==> src/rtl/peripheral_ahb3_pkg.sv <==
// -----------------------------------------------------------------------------
// peripheral_ahb3_pkg
// Purpose : Shared AHB3-Lite encodings (HTRANS, HSIZE, HRESP) used by the
//           AHB-to-memory bridge and its byte-enable generator.
// Ports   : none (package)
// -----------------------------------------------------------------------------
package peripheral_ahb3_pkg;

    localparam logic [1:0] HTRANS_IDLE   = 2'b00;
    localparam logic [1:0] HTRANS_BUSY   = 2'b01;
    localparam logic [1:0] HTRANS_NONSEQ = 2'b10;
    localparam logic [1:0] HTRANS_SEQ    = 2'b11;

    localparam logic [2:0] HSIZE_BYTE    = 3'b000;
    localparam logic [2:0] HSIZE_HWORD   = 3'b001;
    localparam logic [2:0] HSIZE_WORD    = 3'b010;
    localparam logic [2:0] HSIZE_DWORD   = 3'b011;
    localparam logic [2:0] HSIZE_B128    = 3'b100;
    localparam logic [2:0] HSIZE_B256    = 3'b101;
    localparam logic [2:0] HSIZE_B512    = 3'b110;
    localparam logic [2:0] HSIZE_B1024   = 3'b111;

    localparam logic       HRESP_OKAY    = 1'b0;
    localparam logic       HRESP_ERROR   = 1'b1;

endpackage

==> src/rtl/pu_riscv_ahb3_be_gen.sv <==
// -----------------------------------------------------------------------------
// pu_riscv_ahb3_be_gen
// Purpose : Combinational byte-enable generator. Turns an AHB transfer size and
//           the low address bits into a byte-lane mask, and flags transfers
//           that are wider than the bus or not aligned to their own size.
// Ports   : i_hsize    - AHB HSIZE of the transfer
//           i_addr_lsb - address bits below the bus-word boundary
//           o_be       - byte enables, (2**HSIZE) ones shifted by i_addr_lsb
//           o_err      - oversize or misaligned transfer
// -----------------------------------------------------------------------------
module pu_riscv_ahb3_be_gen
    import peripheral_ahb3_pkg::*;
#(
    parameter int XLEN = 64
) (
    input  logic [2:0]                    i_hsize,
    input  logic [$clog2(XLEN/8)-1:0]     i_addr_lsb,
    output logic [XLEN/8-1:0]             o_be,
    output logic                          o_err
);

    localparam int BW = XLEN / 8;
    localparam int AW = $clog2(BW);

    int w_nbytes;
    int w_lsb;

    always_comb begin
        o_be     = '0;
        o_err    = 1'b0;
        w_lsb    = int'(i_addr_lsb);
        w_nbytes = 32'd1 << i_hsize;
        if (int'(i_hsize) > AW) begin
            o_err = 1'b1;
        end else begin
            // Natural alignment: the low HSIZE address bits must be zero.
            if ((w_lsb & (w_nbytes - 1)) != 0) begin
                o_err = 1'b1;
            end
            for (int i = 0; i < BW; i++) begin
                o_be[i] = (i >= w_lsb) && (i < w_lsb + w_nbytes);
            end
        end
    end

endmodule

==> src/rtl/pu_riscv_ahb32mem.sv <==
// -----------------------------------------------------------------------------
// pu_riscv_ahb32mem
// Purpose : AHB3-Lite slave that turns each bus beat into one req/ack request
//           on a simple memory port. Wait states are inserted until the memory
//           acknowledges; oversize/misaligned transfers and memory errors get
//           the two-cycle AHB ERROR response.
// Ports   : HCLK/HRESETn           - clock, asynchronous active-low reset
//           HSEL..HREADY            - AHB address/data phase inputs
//           HRDATA/HREADYOUT/HRESP  - AHB slave response
//           mem_req_o..mem_lock_o   - memory request (held until mem_ack_i)
//           mem_q_i/ack_i/err_i     - memory response
// -----------------------------------------------------------------------------
module pu_riscv_ahb32mem
    import peripheral_ahb3_pkg::*;
#(
    parameter int XLEN = 64,
    parameter int PLEN = 64
) (
    input  logic                HCLK,
    input  logic                HRESETn,
    input  logic                HSEL,
    input  logic [PLEN-1:0]     HADDR,
    input  logic [XLEN-1:0]     HWDATA,
    output logic [XLEN-1:0]     HRDATA,
    input  logic                HWRITE,
    input  logic [2:0]          HSIZE,
    input  logic [2:0]          HBURST,
    input  logic [3:0]          HPROT,
    input  logic [1:0]          HTRANS,
    input  logic                HMASTLOCK,
    input  logic                HREADY,
    output logic                HREADYOUT,
    output logic                HRESP,
    output logic                mem_req_o,
    output logic                mem_we_o,
    output logic [PLEN-1:0]     mem_adr_o,
    output logic [XLEN/8-1:0]   mem_be_o,
    output logic [XLEN-1:0]     mem_d_o,
    output logic                mem_lock_o,
    input  logic [XLEN-1:0]     mem_q_i,
    input  logic                mem_ack_i,
    input  logic                mem_err_i
);

    localparam int BW = XLEN / 8;
    localparam int AW = $clog2(BW);

    typedef enum logic [2:0] {
        IDLE,
        REQ,
        RESP,
        ERR1,
        ERR2
    } state_t;

    state_t            r_state;
    logic              r_hreadyout;
    logic              r_hresp;
    logic [XLEN-1:0]   r_hrdata;
    logic              r_req;
    logic              r_we;
    logic [PLEN-1:0]   r_adr;
    logic [BW-1:0]     r_be;
    logic              r_lock;

    logic [BW-1:0]     w_be;
    logic              w_illegal;
    logic              w_sample;
    logic              w_unused;

    // Burst type, protection and the NONSEQ/SEQ distinction carry no meaning here:
    // every beat is an independent request with its own HADDR.
    assign w_unused = &{1'b0, HBURST, HPROT, HTRANS[0]};

    assign w_sample = HSEL & HREADY & HTRANS[1];

    pu_riscv_ahb3_be_gen #(
        .XLEN (XLEN)
    ) u_be_gen (
        .i_hsize    (HSIZE),
        .i_addr_lsb (HADDR[AW-1:0]),
        .o_be       (w_be),
        .o_err      (w_illegal)
    );

    always_ff @(posedge HCLK or negedge HRESETn) begin
        if (!HRESETn) begin
            r_state     <= IDLE;
            r_hreadyout <= 1'b1;
            r_hresp     <= HRESP_OKAY;
            r_hrdata    <= '0;
            r_req       <= 1'b0;
            r_we        <= 1'b0;
            r_adr       <= '0;
            r_be        <= '0;
            r_lock      <= 1'b0;
        end else begin
            case (r_state)
                // States with HREADYOUT=1 accept a new address phase.
                IDLE, RESP, ERR2: begin
                    if (w_sample) begin
                        r_lock <= HMASTLOCK;
                        if (w_illegal) begin
                            r_state     <= ERR1;
                            r_hreadyout <= 1'b0;
                            r_hresp     <= HRESP_ERROR;
                        end else begin
                            r_state     <= REQ;
                            r_hreadyout <= 1'b0;
                            r_hresp     <= HRESP_OKAY;
                            r_req       <= 1'b1;
                            r_we        <= HWRITE;
                            r_adr       <= HADDR & ~PLEN'(BW - 1);
                            r_be        <= w_be;
                        end
                    end else begin
                        r_state     <= IDLE;
                        r_hreadyout <= 1'b1;
                        r_hresp     <= HRESP_OKAY;
                    end
                end
                REQ: begin
                    if (mem_ack_i) begin
                        r_req <= 1'b0;
                        if (mem_err_i) begin
                            r_state     <= ERR1;
                            r_hreadyout <= 1'b0;
                            r_hresp     <= HRESP_ERROR;
                        end else begin
                            r_state     <= RESP;
                            r_hreadyout <= 1'b1;
                            r_hresp     <= HRESP_OKAY;
                            if (!r_we) begin
                                r_hrdata <= mem_q_i;
                            end
                        end
                    end
                end
                ERR1: begin
                    r_state     <= ERR2;
                    r_hreadyout <= 1'b1;
                    r_hresp     <= HRESP_ERROR;
                end
                default: begin
                    r_state     <= IDLE;
                    r_hreadyout <= 1'b1;
                    r_hresp     <= HRESP_OKAY;
                    r_req       <= 1'b0;
                end
            endcase
        end
    end

    assign HREADYOUT  = r_hreadyout;
    assign HRESP      = r_hresp;
    assign HRDATA     = r_hrdata;
    assign mem_req_o  = r_req;
    assign mem_we_o   = r_we;
    assign mem_adr_o  = r_adr;
    assign mem_be_o   = r_be;
    assign mem_lock_o = r_lock;
    // The master holds HWDATA for the whole data phase, so no register is needed.
    assign mem_d_o    = HWDATA;

endmodule
==> config.mk <==
export PLATFORM = sky130hd
export DESIGN_NAME = pu_riscv_ahb32mem
export DESIGN_NICKNAME = d
export VERILOG_FILES = /design/src/rtl/peripheral_ahb3_pkg.sv /design/src/rtl/pu_riscv_ahb3_be_gen.sv /design/src/rtl/pu_riscv_ahb32mem.sv
export SDC_FILE = /design/constraint.sdc
export NUM_CORES = 1
export LEC_CHECK = 0
export CORE_AREA = 2 2 160 162
export CTS_BUF_LIST = sky130_fd_sc_hd__clkbuf_16
export DETAILED_ROUTE_END_ITERATION = 6
export DIE_AREA = 0 0 162 164
export HOLD_SLACK_MARGIN = 0.03
export MAX_ROUTING_LAYER = met4
export PLACE_DENSITY = 0.6
export SKIP_LAST_GASP = 1
export SYNTH_ARGS = -nofsm -noshare
export SYNTH_HDL_FRONTEND = slang
export SYNTH_SLANG_ARGS = --single-unit
==> constraint.sdc <==
create_clock -name HCLK -period 4.9 [get_ports HCLK]
set_input_delay 0.98 -clock HCLK [delete_from_list [all_inputs] [get_ports HCLK]]
set_output_delay 0.98 -clock HCLK [all_outputs]
set_load 0.05 [all_outputs]
==> impl_metrics.py <==
metrics = {
    "critical_path": {
        "start_kind": "input pin",
        "rr_worst_depth": 6,
        "path_class": "input pin to flip-flop",
        "r2r_end": "mem_be_o[2]",
        "arrival_ns": 3.58,
        "r2r_start": "r_state[0]",
        "cp-end-kind": "flip-flop",
        "r2r_slack_ns": 2.44,
        "startpoint": "HSIZE[2]",
        "required_ns": 5.23,
        "worst-path-max-fanout": 53,
        "endpoint": "mem_be_o[2]",
    },
    "floorplan": {
        "die_area_um2": 26600,
        "dieHeight_um": 164,
        "num_rows": 58,
        "ioPinCount": 417,
        "initial_core_util_pct": 24.9,
        "core_area_um2": 24800,
        "die_w_um": 162,
    },
    "power": {
        "p_per_area_nw_per_um2": 659,
        "ir_drop_mv": 0.263,
        "leakagePower_nw": 4.01,
    },
    "cts": {
        "root_buffer": "clkbuf_16",
        "cts-buffers-inserted": 17,
        "h-tree-depth": 4,
        "hold_buffers": 0,
        "cts_tree": "done",
        "clkSinkCount": 141,
        "post-cts-setup-buffers": 0,
        "cts.clk_slew.worst_paths_ns": 0.06,
        "clk_latency_ns": 0.40,
        "cts_resized": 0,
        "cts_buffer_depth": 2,
    },
    "finish": {
        "fillCellCount": 2414,
        "n_antenna_cell": 0,
        "drive_gt1_share_pct": 18.0,
        "area_delta_synth_final_pct": 50.9,
        "fin_nets": 865,
        "finalNonFillerCells": 992,
    },
    "timing": {
        "slew_headroom_pct": 41.4,
        "tightest_slew_ns": 0.880,
        "period_needed_ns": 3.25,
        "clock.fmax_mhz": 308,
        "hold_viol_final": 0,
        "timing.setup.tns_ns": 0,
        "final-setup-viol-count": 0,
        "fin_skew_ns": 0.00741,
        "fin_crit_sh_pct": 66.3,
        "drv_slew": 0,
        "rsz0062_at_grt": "false",
    },
    "drt": {
        "drt-initial-drc-count": 169,
        "viasPerCell": 4.11,
        "wl_per_cell_um": 15.2,
        "ant_nets": 0,
        "vias": 4082,
        "drc_errors": 0,
        "dr.pass1.iters": 4,
        "drt_wl_total_um": 15000,
    },
    "yosys": {
        "muxShareOfSynthArea_pct": 24.4,
        "syn_area_um2": 6190,
        "synth_cell_type_count": 41,
        "yosysTopAreaCell": "dfrtp_1",
        "synth_xor_area_share_pct": 0.283,
        "ys_seq_elements": 141,
        "synth_flop_cell": "dfrtp_1",
        "synth_simple_gate_area_share_pct": 2.73,
        "synthTopCellsByArea": "dfrtp_1 (57%), mux2_2 (10%), mux2_1 (9.6%), buf_4 (8.2%), mux2_4 (4.4%)",
        "synth_edf_count": 0,
        "synth_top_area_share_pct": 56.6,
        "syn_avg_cell_area_um2": 14.3,
        "synth_sequential_area_ratio_pct": 57.0,
        "synth_top_family_by_area": "multiplexers",
        "syn_inst": 433,
        "synth-compound-area-share_pct": 3.82,
        "synth_fa_ha_area_share_pct": 0.809,
        "ys_warn_count": 0,
        "synthArstFlopShare_pct": 100,
    },
    "global_routing": {
        "grt_overflow": 0,
        "grt_max_degree": 69,
        "track_usage_pct": 11.6,
        "antenna_found_initial": 0,
        "grt_pass1_vias": 4259,
        "grt_pass1_wl_um": 23200,
    },
    "placed_design": {
        "portBuffers": 277,
        "dp_cells": 960,
        "gp_congestion": 0.774,
        "dpl.hpwl_um": 10700,
    },
    "flow_run": {
        "drv_cap": 0,
    },
    "outcome": {
        "status": "finished clean",
    },
    "worst_hold_path": {
        "min_path_type": "flip-flop to flip-flop",
    },
}
worst min path at each step:
stage	start	slack (ns)	cells after the start	endpoint
floorplan	r_state[2]	0.52	1	r_state[1]
CTS	mem_be_o[1]	0.49	2	mem_be_o[1]
finish	HRDATA[52]	0.49	1	HRDATA[52]
global placement	HRDATA[52]	0.47	1	HRDATA[52]
global route	HRDATA[31]	0.50	1	HRDATA[31]
detailed placement	mem_be_o[1]	0.46	2	mem_be_o[1]
per-stage QoR:
step | total power, mW | utilization [%] | area [um2] | hold slack (ns) | setup slack (ns)
finish | 6.16 | 37.6 | 9340 | 0.488 | 1.65
detailed placement | 4.97 | 35.4 | 8780 | 0.463 | 1.20
global route | 6.45 | 37.6 | 9340 | 0.501 | 1.55
floorplan | 3.95 | - | 6200 | 0.520 | 2.13
global placement | 4.95 | 35.4 | 8780 | 0.472 | 1.19
CTS | 6.25 | 37.6 | 9340 | 0.492 | 1.61
flip-flops by register name, indices dropped and copies added (netlist names), 3 cells and up:
register,flops
HRDATA,64
mem_adr_o,61
mem_be_o,8
r_state,3
final cells by class:
| class | count | area (um2) | area share [%] |
|---|---|---|---|
| clock inverters | 15 | 136 | 1.46 |
| clock buffers | 17 | 425 | 4.56 |
| multi-input cells | 203 | 2000 | 21.4 |
| inverters | 5 | 18.8 | 0.201 |
| well taps | 330 | 413 | 4.42 |
| repair buffers | 281 | 2820 | 30.2 |
| flip-flops and latches | 141 | 3530 | 37.8 |
cell families after synthesis:
logic type,after synthesis
other,1
buffers and inverters,91
flip-flops,141
adder cells (fa/ha/maj),4
AO/OA/AOI/OAI,32
AND/OR/NAND/NOR,34
XOR/XNOR,2
multiplexers,128
worst max-delay path, stage by stage:
cell and delay [ns]:
clkdlybuf4s50_1 0.53, nor3_1 0.31, inv_1 0.07, ha_1 0.21, a211oi_4 0.35, nand2_4 0.36
buf_12 0.34, a211o_1 0.29, o21ai_1 0.11
synth_stat cells, types with 5 or more instances:
library cell,number
nor2_1,6
a21oi_1,5
mux2_1,53
mux2_4,18
nand2_1,12
buf_2,7
buf_4,68
mux2_2,57
dfrtp_1,140
inv_1,5
buf_6,9
per-layer routing:
metal / global-route usage [%] / wire length [um]
met5: - / 0
met1: 13.2 / 6240
met2: 18.7 / 7390
met3: 4.90 / 1210
met4: 3.38 / 203
layout by cell type (no fill, tap or decap), types with 4 or more instances in the layout:
| cell type | n |
|---|---|
| o21ai_0 | 4 |
| inv_1 | 6 |
| mux2_1 | 53 |
| dfrtp_1 | 140 |
| mux2_2 | 57 |
| nand2_1 | 12 |
| clkbuf_16 | 17 |
| inv_6 | 6 |
| a21oi_1 | 5 |
| clkdlybuf4s50_1 | 276 |
| nor2_1 | 6 |
| mux2_4 | 18 |
| ha_1 | 4 |
where the power goes:
part	total, mW	leakage [nW]	switching, mW	internal [mW]
Sequential	1.82	1.74	0.216	1.61
Combinational	3.10	1.99	1.98	1.12
Clock	1.24	0.273	0.530	0.706
Total	6.16	4.01	2.73	3.43
Note: power is estimated with default switching activity, not from simulation.
